## src/rtl/mem_port_arbiter_pkg.sv

```systemverilog
// Shared encodings and sizing helpers for the instruction/data memory port arbiter.
package mem_port_arbiter_pkg;

    typedef enum logic [1:0] {
        ST_IDLE = 2'd0,
        ST_BUSY = 2'd1,
        ST_RESP = 2'd2
    } arb_state_e;

    typedef enum logic {
        OWN_I = 1'b0,
        OWN_D = 1'b1
    } arb_owner_e;

    // Bits needed to hold 0..max_val; never less than one bit.
    function automatic int cnt_width(input int max_val);
        if (max_val < 1) begin
            return 1;
        end
        return $clog2(max_val + 1);
    endfunction

endpackage

```

## src/rtl/mem_port_arbiter_if.sv

```systemverilog
// Bundles the fetch, data and unified-memory signals of the arbiter.
interface mem_port_arbiter_if #(
    parameter int AW = 32,
    parameter int DW = 32
);
    logic              if_req;
    logic [AW-1:0]     if_addr;
    logic [DW-1:0]     if_rdata;
    logic              if_ack;

    logic              d_req;
    logic              d_we;
    logic [AW-1:0]     d_addr;
    logic [DW-1:0]     d_wdata;
    logic [DW/8-1:0]   d_be;
    logic [DW-1:0]     d_rdata;
    logic              d_ack;

    logic              mem_req;
    logic              mem_we;
    logic [AW-1:0]     mem_addr;
    logic [DW-1:0]     mem_wdata;
    logic [DW/8-1:0]   mem_be;
    logic [DW-1:0]     mem_rdata;
    logic              mem_ack;

    logic              err;

    // Arbiter side.
    modport slave (
        input  if_req, if_addr,
        input  d_req, d_we, d_addr, d_wdata, d_be,
        input  mem_rdata, mem_ack,
        output if_rdata, if_ack,
        output d_rdata, d_ack,
        output mem_req, mem_we, mem_addr, mem_wdata, mem_be,
        output err
    );

    // Requesters plus memory side.
    modport master (
        output if_req, if_addr,
        output d_req, d_we, d_addr, d_wdata, d_be,
        output mem_rdata, mem_ack,
        input  if_rdata, if_ack,
        input  d_rdata, d_ack,
        input  mem_req, mem_we, mem_addr, mem_wdata, mem_be,
        input  err
    );

endinterface

```

## src/rtl/mem_port_arbiter_prio_pick.sv

```systemverilog
// Combinational owner selection: D wins unless I has been starved to the limit.
module arb_prio_pick
    import mem_port_arbiter_pkg::*;
(
    input  logic       if_req,
    input  logic       d_req,
    input  logic       starve_hit,
    output logic       grant_valid,
    output arb_owner_e grant_owner
);

    always_comb begin
        grant_valid = if_req | d_req;
        grant_owner = OWN_D;
        if (if_req && (!d_req || starve_hit)) begin
            grant_owner = OWN_I;
        end
    end

endmodule

```

## src/rtl/mem_port_arbiter.sv

```systemverilog
// Shares one memory port between fetch (I) and load/store (D), one access in flight,
// with D priority, I anti-starvation and an optional memory-ack timeout.
module mem_port_arbiter
    import mem_port_arbiter_pkg::*;
#(
    parameter int AW           = 32,
    parameter int DW           = 32,
    parameter int STARVE_LIMIT = 4,
    parameter int TIMEOUT      = 255
) (
    input  logic                clk,
    input  logic                clrn,
    mem_port_arbiter_if.slave   bus
);

    localparam int BW          = DW / 8;
    localparam int SW          = cnt_width(STARVE_LIMIT);
    localparam int WW          = cnt_width(TIMEOUT);
    localparam int WAIT_LAST_I = (TIMEOUT > 0) ? (TIMEOUT - 1) : 0;

    localparam logic [SW-1:0] STARVE_MAX = SW'(STARVE_LIMIT);
    localparam logic [WW-1:0] WAIT_LAST  = WW'(WAIT_LAST_I);

    arb_state_e        state_q,      state_d;
    arb_owner_e        owner_q,      owner_d;
    logic              mem_we_q,     mem_we_d;
    logic [AW-1:0]     mem_addr_q,   mem_addr_d;
    logic [DW-1:0]     mem_wdata_q,  mem_wdata_d;
    logic [BW-1:0]     mem_be_q,     mem_be_d;
    logic [DW-1:0]     rdata_q,      rdata_d;
    logic              err_q,        err_d;
    logic [SW-1:0]     starve_cnt_q, starve_cnt_d;
    logic [WW-1:0]     wait_cnt_q,   wait_cnt_d;

    logic              starve_hit;
    logic              grant_valid;
    arb_owner_e        grant_owner;
    logic              timeout_hit;
    logic              resp;

    assign starve_hit = (starve_cnt_q == STARVE_MAX);

    arb_prio_pick u_pick (
        .if_req      (bus.if_req),
        .d_req       (bus.d_req),
        .starve_hit  (starve_hit),
        .grant_valid (grant_valid),
        .grant_owner (grant_owner)
    );

    // The counter holds the number of BUSY cycles already spent; this cycle is the last allowed one.
    assign timeout_hit = (TIMEOUT != 0) && (wait_cnt_q == WAIT_LAST);

    always_comb begin
        state_d      = state_q;
        owner_d      = owner_q;
        mem_we_d     = mem_we_q;
        mem_addr_d   = mem_addr_q;
        mem_wdata_d  = mem_wdata_q;
        mem_be_d     = mem_be_q;
        rdata_d      = rdata_q;
        err_d        = err_q;
        starve_cnt_d = starve_cnt_q;
        wait_cnt_d   = wait_cnt_q;

        case (state_q)
            ST_IDLE: begin
                wait_cnt_d = '0;
                err_d      = 1'b0;
                if (!bus.if_req) begin
                    starve_cnt_d = '0;
                end
                if (grant_valid) begin
                    state_d = ST_BUSY;
                    owner_d = grant_owner;
                    if (grant_owner == OWN_D) begin
                        mem_we_d    = bus.d_we;
                        mem_addr_d  = bus.d_addr;
                        mem_wdata_d = bus.d_we ? bus.d_wdata : '0;
                        mem_be_d    = bus.d_we ? bus.d_be : '1;
                        if (bus.if_req && !starve_hit) begin
                            starve_cnt_d = starve_cnt_q + 1'b1;
                        end
                    end else begin
                        mem_we_d     = 1'b0;
                        mem_addr_d   = bus.if_addr;
                        mem_wdata_d  = '0;
                        mem_be_d     = '1;
                        starve_cnt_d = '0;
                    end
                end
            end

            ST_BUSY: begin
                // A real ack in the final allowed cycle beats the timeout.
                if (bus.mem_ack) begin
                    rdata_d = mem_we_q ? '0 : bus.mem_rdata;
                    err_d   = 1'b0;
                    state_d = ST_RESP;
                end else if (timeout_hit) begin
                    rdata_d = '0;
                    err_d   = 1'b1;
                    state_d = ST_RESP;
                end else begin
                    wait_cnt_d = wait_cnt_q + 1'b1;
                end
            end

            ST_RESP: begin
                state_d = ST_IDLE;
            end

            default: begin
                state_d = ST_IDLE;
            end
        endcase
    end

    always_ff @(posedge clk) begin
        if (!clrn) begin
            state_q      <= ST_IDLE;
            owner_q      <= OWN_I;
            mem_we_q     <= 1'b0;
            mem_addr_q   <= '0;
            mem_wdata_q  <= '0;
            mem_be_q     <= '0;
            rdata_q      <= '0;
            err_q        <= 1'b0;
            starve_cnt_q <= '0;
            wait_cnt_q   <= '0;
        end else begin
            state_q      <= state_d;
            owner_q      <= owner_d;
            mem_we_q     <= mem_we_d;
            mem_addr_q   <= mem_addr_d;
            mem_wdata_q  <= mem_wdata_d;
            mem_be_q     <= mem_be_d;
            rdata_q      <= rdata_d;
            err_q        <= err_d;
            starve_cnt_q <= starve_cnt_d;
            wait_cnt_q   <= wait_cnt_d;
        end
    end

    assign resp          = (state_q == ST_RESP);
    assign bus.mem_req   = (state_q == ST_BUSY);
    assign bus.mem_we    = mem_we_q;
    assign bus.mem_addr  = mem_addr_q;
    assign bus.mem_wdata = mem_wdata_q;
    assign bus.mem_be    = mem_be_q;
    assign bus.if_ack    = resp && (owner_q == OWN_I);
    assign bus.d_ack     = resp && (owner_q == OWN_D);
    assign bus.if_rdata  = bus.if_ack ? rdata_q : '0;
    assign bus.d_rdata   = bus.d_ack ? rdata_q : '0;
    assign bus.err       = resp && err_q;

endmodule
```

## src/flat_wrapper.sv

```systemverilog
// flat-port wrapper written by rule: the top's interface ports become plain ports
module mem_port_arbiter_flat import mem_port_arbiter_pkg::*;
#(
    parameter int AW           = 32,
    parameter int DW           = 32,
    parameter int STARVE_LIMIT = 4,
    parameter int TIMEOUT      = 255
)
  (clk, clrn, bus_if_req, bus_if_addr, bus_d_req, bus_d_we, bus_d_addr, bus_d_wdata, bus_d_be, bus_mem_rdata, bus_mem_ack, bus_if_rdata, bus_if_ack, bus_d_rdata, bus_d_ack, bus_mem_req, bus_mem_we, bus_mem_addr, bus_mem_wdata, bus_mem_be, bus_err);
  mem_port_arbiter_if #(.AW(AW), .DW(DW)) bus_i ();
  input  logic clk;
  input  logic clrn;
  input wire logic [$bits(bus_i.if_req)-1:0] bus_if_req;
  input wire logic [$bits(bus_i.if_addr)-1:0] bus_if_addr;
  input wire logic [$bits(bus_i.d_req)-1:0] bus_d_req;
  input wire logic [$bits(bus_i.d_we)-1:0] bus_d_we;
  input wire logic [$bits(bus_i.d_addr)-1:0] bus_d_addr;
  input wire logic [$bits(bus_i.d_wdata)-1:0] bus_d_wdata;
  input wire logic [$bits(bus_i.d_be)-1:0] bus_d_be;
  input wire logic [$bits(bus_i.mem_rdata)-1:0] bus_mem_rdata;
  input wire logic [$bits(bus_i.mem_ack)-1:0] bus_mem_ack;
  output wire logic [$bits(bus_i.if_rdata)-1:0] bus_if_rdata;
  output wire logic [$bits(bus_i.if_ack)-1:0] bus_if_ack;
  output wire logic [$bits(bus_i.d_rdata)-1:0] bus_d_rdata;
  output wire logic [$bits(bus_i.d_ack)-1:0] bus_d_ack;
  output wire logic [$bits(bus_i.mem_req)-1:0] bus_mem_req;
  output wire logic [$bits(bus_i.mem_we)-1:0] bus_mem_we;
  output wire logic [$bits(bus_i.mem_addr)-1:0] bus_mem_addr;
  output wire logic [$bits(bus_i.mem_wdata)-1:0] bus_mem_wdata;
  output wire logic [$bits(bus_i.mem_be)-1:0] bus_mem_be;
  output wire logic [$bits(bus_i.err)-1:0] bus_err;
  assign bus_i.if_req = bus_if_req;
  assign bus_i.if_addr = bus_if_addr;
  assign bus_i.d_req = bus_d_req;
  assign bus_i.d_we = bus_d_we;
  assign bus_i.d_addr = bus_d_addr;
  assign bus_i.d_wdata = bus_d_wdata;
  assign bus_i.d_be = bus_d_be;
  assign bus_i.mem_rdata = bus_mem_rdata;
  assign bus_i.mem_ack = bus_mem_ack;
  assign bus_if_rdata = bus_i.if_rdata;
  assign bus_if_ack = bus_i.if_ack;
  assign bus_d_rdata = bus_i.d_rdata;
  assign bus_d_ack = bus_i.d_ack;
  assign bus_mem_req = bus_i.mem_req;
  assign bus_mem_we = bus_i.mem_we;
  assign bus_mem_addr = bus_i.mem_addr;
  assign bus_mem_wdata = bus_i.mem_wdata;
  assign bus_mem_be = bus_i.mem_be;
  assign bus_err = bus_i.err;
  mem_port_arbiter #(.AW(AW), .DW(DW), .STARVE_LIMIT(STARVE_LIMIT), .TIMEOUT(TIMEOUT)) u_core (.clk(clk), .clrn(clrn), .bus(bus_i));
endmodule
```

## config.mk

```make
export PLATFORM = sky130hd
export DESIGN_NAME = mem_port_arbiter_flat
export DESIGN_NICKNAME = d
export VERILOG_FILES = /design/src/rtl/mem_port_arbiter_pkg.sv /design/src/rtl/mem_port_arbiter_if.sv /design/src/rtl/mem_port_arbiter_prio_pick.sv /design/src/rtl/mem_port_arbiter.sv /design/src/flat_wrapper.sv
export SDC_FILE = /design/constraint.sdc
export NUM_CORES = 1
export LEC_CHECK = 0
export BUFFER_PORTS_ARGS = -buffer_cell sky130_fd_sc_hd__clkbuf_2
export CORE_UTILIZATION = 45
export CTS_CLUSTER_SIZE = 24
export DETAILED_ROUTE_END_ITERATION = 12
export PLACE_DENSITY_LB_ADDON = 0.05
export SLEW_MARGIN = 40
export SYNTH_ARGS = -nofsm -noshare
export SYNTH_HDL_FRONTEND = slang
export SYNTH_SLANG_ARGS = --single-unit
```

## constraint.sdc

```tcl
create_clock -name clk -period 2.4 [get_ports clk]
set_clock_uncertainty 0.05 [all_clocks]
set_input_delay 0.24 -clock clk [delete_from_list [all_inputs] [get_ports clk]]
set_output_delay 0.24 -clock clk [all_outputs]
set_load 0.05 [all_outputs]
```

==> After elaboration in Yosys (flattened, before gate mapping) <==
Cells that the tools add are included.
{ "word_totals": {"latchBits": 0, "reg_bits": 116, "output_inout_bits": 137, "word_cells": 64, "romBits": 0, "ram_bits": 0, "input_bits": 138, "mem_count": 0} }
{ "op_classes": {"n_div": 0, "order_cmp": 0, "add_sub_neg": 2, "multipliers": 0, "n_reduce_logical": 16, "eq_ne": 8, "bitwise_logic": 2, "shift": 0, "n_mux": 26} }
{ "ops": {"columns": ["op", "count"], "rows": [
  ["2-to-1 mux 32 bit", 8],
  ["2-to-1 mux 8 bit", 2],
  ["case mux 8 bit (2 select lines)", 1],
  ["2-to-1 mux 3 bit", 4],
  ["adder 8 x 1 -> 8 bit, second input constant", 1],
  ["== test 8 bit, second input constant", 1],
  ["2-to-1 mux 4 bit", 2],
  ["AND reduction 2 bit", 4],
  ["2-to-1 mux 2 bit", 3],
  ["logical AND 1 bit", 5],
  ["2-to-1 mux 1 bit", 4],
  ["inequality test 2 bit, second input constant", 2],
  ["case mux 2 bit (2 select lines)", 1],
  ["nonzero test 2 bit", 2],
  ["adder 3 x 1 -> 3 bit, second input constant", 1],
  ["== test 3 bit, second input constant", 1],
  ["inequality test 3 x 2 -> 1 bit, second input constant", 1],
  ["AND reduction 3 bit", 1],
  ["== test 2 x 1 -> 1 bit, second input constant", 1],
  ["== test 2 bit, second input constant", 1],
  ["logical NOT 1 bit", 2],
  ["logical NOT 2 bit", 1],
  ["inequality test 2 x 1 -> 1 bit, second input constant", 1],
  ["case mux 1 bit (2 select lines)", 1],
  ["other kinds (3)", 3]
]} }

==> Logic depth before layout (Yosys ltp) <==
{ "depth": {"word_depth": 6, "mapped_depth": 8, "ltp_nobuf": 6} }

==> Modules after synthesis <==
Synthesis repeated with hierarchy kept, for this count alone.
{ "unflattened": {"hier_cells": 514, "area_unflattened_um2": 4917.2} }
{ "by_module_without_submodules": {"columns": ["module", "seq_area_each_um2", "n_inst", "area_each_um2", "cells_per_inst"], "rows": [
  ["mem_port_arbiter", 2322.2, 1, 4902.2, 511],
  ["arb_prio_pick", 0.0, 1, 15.0, 3]
]} }

==> Worst setup path after synthesis <==
Ideal clock, no wire load.
{ "synth_path": {"path_kind": "reg-to-output", "start": "reg u_core.state_q[1]", "end": "out bus_if_rdata[22]", "path_stages_with_launch": 5, "n_path_buf": 2, "t_required_ps": 2110, "arrival_time_ps": 1914, "setup_slack_ps": 196, "path_cell_list": "dfxtp_1 -> buf_2 -> nor3b_2 -> clkbuf_1 -> and2_1"} }
{ "synth_between": {"elab_chain_cells": 3} }
{ "synth_lines": {"columns": ["element", "line_no", "source"], "rows": [
  ["start, declared", "mem_port_arbiter.sv:24", "arb_state_e state_q, state_d;"],
  ["start signal, assigned", "mem_port_arbiter.sv:132", "state_q <= state_d;"],
  ["== test 2 bit", "mem_port_arbiter.sv:145", "assign resp = (state_q == ST_RESP);"],
  ["logical AND 1 bit", "mem_port_arbiter.sv:151", "assign bus.if_ack = resp && (owner_q == OWN_I);"],
  ["net bus_if_ack", "flat_wrapper.sv:23", "output wire logic [$bits(bus_i.if_ack)-1:0] bus_if_ack;"],
  ["2-to-1 mux 32 bit", "mem_port_arbiter.sv:153", "assign bus.if_rdata = bus.if_ack ? rdata_q : '0;"],
  ["end, declared", "flat_wrapper.sv:22", "output wire logic [$bits(bus_i.if_rdata)-1:0] bus_if_rdata;"]
]} }
The timed path passes the listed nets, and every way through them passes these cells.

==> Final worst setup path <==
{ "layout_path": {"start": "reg u_core.starve_cnt_q[0]", "end": "reg u_core.mem_addr_q[28], in the netlist u_core.bus.mem_addr[28]"} }
{ "layout_between": {"elab_chain_cells": 4} }
{ "layout_lines": {"columns": ["element", "line_no", "source"], "rows": [
  ["start, declared", "mem_port_arbiter.sv:32", "logic [SW-1:0] starve_cnt_q, starve_cnt_d;"],
  ["start signal, assigned", "mem_port_arbiter.sv:140", "starve_cnt_q <= starve_cnt_d;"],
  ["== test 3 bit", "mem_port_arbiter.sv:41", "assign starve_hit = (starve_cnt_q == STARVE_MAX);"],
  ["logical OR 1 bit", "mem_port_arbiter_prio_pick.sv:15", "if (if_req && (!d_req || starve_hit)) begin"],
  ["logical AND 1 bit", "mem_port_arbiter_prio_pick.sv:15", null],
  ["2-to-1 mux 32 bit", "mem_port_arbiter.sv:76", "if (grant_owner == OWN_D) begin"],
  ["end signal, assigned", "mem_port_arbiter.sv:135", "mem_addr_q <= mem_addr_d;"],
  ["end, declared", "mem_port_arbiter.sv:27", "logic [AW-1:0] mem_addr_q, mem_addr_d;"]
]} }
Every way passes these cells.
A chain may end at the register's enable or synchronous reset.

==> results.toml <==
[status]
run_status = "finished, final reports clean"

[setup_path]
critical_path_cell_by_cell = "inv_1 > ha_1 > nand2_1 > a21o_2 > buf_6 > mux2i_1 > dlygate4sd3_1 > a21oi_1"
critical_path.endpoint_type = "flip-flop"
worst-r2r-setup-slack_ns = 0.15
timing.critical_path.fanout_max = 18
timing.critical_path.depth = 8
critPathSlowestCell = "dlygate4sd3_1"
cp.arrival_ns = 2.58
worstReg2RegEnd = "u_core.bus.mem_addr[28]"
worstSetupPathType = "flip-flop to flip-flop"
crit_family = "buffers and inverters"
cpPeakStageDelay_ns = 0.57
worst-endpoint-required_ns = 2.73
rr_worst_depth = 8
timing.critical_path.from_type = "flip-flop"
crit-reg2reg-launch = "u_core.starve_cnt_q[0]"
critical_path_buf_inv_count = 3

[floorplanning]
die_area_sq_um = 11530
fp.coreArea_sq_um = 10840
initial_core_util = 0.4610
floorplan.rows = 38
floorplan.die.height_um = 107.4
die_wd_um = 107.4
ios = 275

[sta]
tightestPinTransition_ns = 0.4811
worst_slew_margin_rel = 0.6792
total_setup_violations_reported_at_the_end_of_the_flow = 0
final-max-slew-violation-count = 0
timing.final.hold_violations = 0
rsz0062_at_grt = "no"
clock.fmax_mhz = 443.7
setup_total_negative_slack_ns = 0
final.setup.worst_slack_ns = 0.1463
timing.hold.ws_ns = 0.01065
min_period_ns = 2.254
period_share = 0.9390

[place]
port_buffers = 274
gpl.final_weighted_congestion = 0.8303
post_dp_cell_area_sq_um = 6432
post-dp-hpwl_um = 9368
placement.setup.worst_slack_ns = 0.4148
placed_cells = 894

[min_path]
min_delay_path_depth = 3
hold_path.startpoint = "bus_if_addr[18]"
hp-class = "input port to flip-flop"
min_to = "u_core.bus.mem_addr[18]"

[cells_and_area]
final_cell_area_sq_um = 8280
instances_no_fill = 1054
area_delta_synth_final_pct = 65.70
antenna-diode-count = 0
nets = 1044
top_library_cells_by_usage_in_the_layout_fill_and_taps_aside = "274 x clkbuf_2, 129 x dlygate4sd3_1, 114 x dfxtp_1, 68 x and2_1, 39 x a21oi_1"
post_route_cells_drive_above_1_share = 0.3600
layout.core_utilization = 0.7639
layout_commonest_cell = "clkbuf_2"

[detailed_routing]
avgRoutedWirePerCell_um = 14.95
detail_route.iter0.violations = 250
detail_route.first_pass.iterations = 6
via_count = 5392
drc = 0
totalWireLength_um = 15750
drtAntennaViolNets = 0
post_drt_via_cell_ratio = 5.116

[synthesis]
yosysWarnings = 0
seq_area_frac_synth = 0.4647
postSynthRegisterBits = 116
postSynthCellCount = 511
mappedNetlistArea_sq_um = 4997
number_of_unique_standard_cell_types_used_by_synthesis = 44
syn_area_per_cell_sq_um = 9.779
syn_nets = 653

[clock_network]
insertion_delay_ns = 0.50
clk_path_buf_depth = 2
tritoncts = "built"
numClockSinks = 116
cts_htree_levels = 4
cts-root-buf = "clkbuf_8"
cts.reportedPaths.clkPinSlew_ns = 0.05
cts-buffers-inserted = 17

[global_routing]
overall_overflow_remaining_after_global_route = 0
grt_first_pass_wirelength_um = 24670
grt_antenna_before_repair = 0
global_route.usage.total = 0.2720
number_of_global_route_vias_before_repair = 5452
largest_net_degree_at_the_start_of_global_routing = 82

[power_and_ir_drop]
cellPowerDensity_nw_per_um2 = 673.0
ir_drop_mv = 0.4681
static-leakage-power_nw = 4.026
fin_total_pwr_mw = 5.572

[run]
timing.max_cap.violations = 0
[power by group]
| group | switching, mW | leakage, nW | internal (mW) |
|---|---|---|---|
| sequential | 0.0820 | 0.950 | 2.05 |
| clock | 0.807 | 0.272 | 1.50 |
| combinational | 0.686 | 2.80 | 0.444 |
| total | 1.58 | 4.03 | 4.00 |
[worst max path at each step]
stage / from / end / slack, ns
floorplan: u_core.state_q[1] / bus_if_rdata[22] / 0.20
global placement: u_core.wait_cnt_q[0] / u_core.rdata_q[26] / 0.48
detailed placement: u_core.wait_cnt_q[0] / u_core.rdata_q[8] / 0.41
CTS: u_core.state_q[1] / bus_if_rdata[24] / 0.004
global route: u_core.starve_cnt_q[0] / u_core.bus.mem_addr[28] / 0.04
finish: u_core.starve_cnt_q[0] / u_core.bus.mem_addr[28] / 0.15
[per-layer routing]
metal  vias to the layer above  global-route usage  part of all wire
met5                         -                   0                 0
met4                         0              0.1399             0.028
met3                        47             0.08717             0.069
met2                       228              0.4843              0.52
met1                      2508              0.2859              0.38
li1                       2609                   -                 -
[cell type report]
cell class,instances,area [sq um]
clock inverters,4,45.04
fillers,743,2560
multi-input cells,347,2446
inverters,6,22.52
repair buffers,414,2765
clock buffers,27,501.7
well taps,140,175.2
flip-flops and latches,116,2325
[cell families after synthesis]
family          Yosys count  share of synthesized area
fa+ha+maj                 4                    0.01002
buf+inv                  48                    0.04832
mux                      32                    0.06410
flops                   116                     0.4647
compound gates          163                     0.2286
simple gates            148                     0.1843
[state kept, by name, summed over array words and instances, names as in the netlist]
name,count
u_core.bus.mem_addr,32
u_core.bus.mem_be,4
u_core.bus.mem_wdata,32
u_core.bus.mem_we,1
u_core.err_q,1
u_core.owner_q,1
u_core.rdata_q,32
u_core.starve_cnt_q,3
u_core.state_q,2
u_core.wait_cnt_q,8
[worst register-to-register path, delay by kind of cell (launching register included)]
| kind | cells | cell delay, ns |
|---|---|---|
| AOI/OAI and AO/OA | 2 | 0.24 |
| adders and majority gates | 1 | 0.21 |
| buffers and inverters | 3 | 0.88 |
| DFF | 1 | 0.35 |
| muxes | 1 | 0.26 |
| and+or+nand+nor | 1 | 0.14 |
[cells in the mapped netlist (all sizes together)]
cell type | count | area share
clkbuf | 20 | 0.015
and2 | 68 | 0.085
buf | 22 | 0.029
a32oi | 1 | 0.0018
and3 | 2 | 0.0025
a21oi | 40 | 0.041
nand2 | 9 | 0.0068
ha | 4 | 0.010
a221oi | 1 | 0.0030
a21boi | 3 | 0.0068
o21ai | 36 | 0.037
or3b | 1 | 0.0023
inv | 6 | 0.0045
nand4 | 1 | 0.0013
o31a | 4 | 0.0070
o22ai | 1 | 0.0013
or2 | 1 | 0.0013
o2111a | 1 | 0.0023
a21o | 3 | 0.0060
and4 | 3 | 0.0053
nor3b | 4 | 0.0080
nor2b | 36 | 0.045
nand3 | 4 | 0.0040
o221a | 5 | 0.011
and4b | 1 | 0.0020
mux2i | 32 | 0.064
nand3b | 1 | 0.0015
a22o | 32 | 0.056
nor2 | 10 | 0.0080
and3b | 2 | 0.0035
a211oi | 1 | 0.0015
o211a | 3 | 0.0060
a22oi | 32 | 0.048
dfxtp | 116 | 0.46
nand2b | 1 | 0.0028
nor4 | 4 | 0.0050
[what timing repair did]
item,4_1_cts,5_1_grt
setup endpoints to repair,0,67
endpoints found under the hold margin,99,0
gates resized for setup,0,4
hold buffers,129,0
buffers inserted,0,0
No activity file was read; power rests on OpenSTA's default activity.
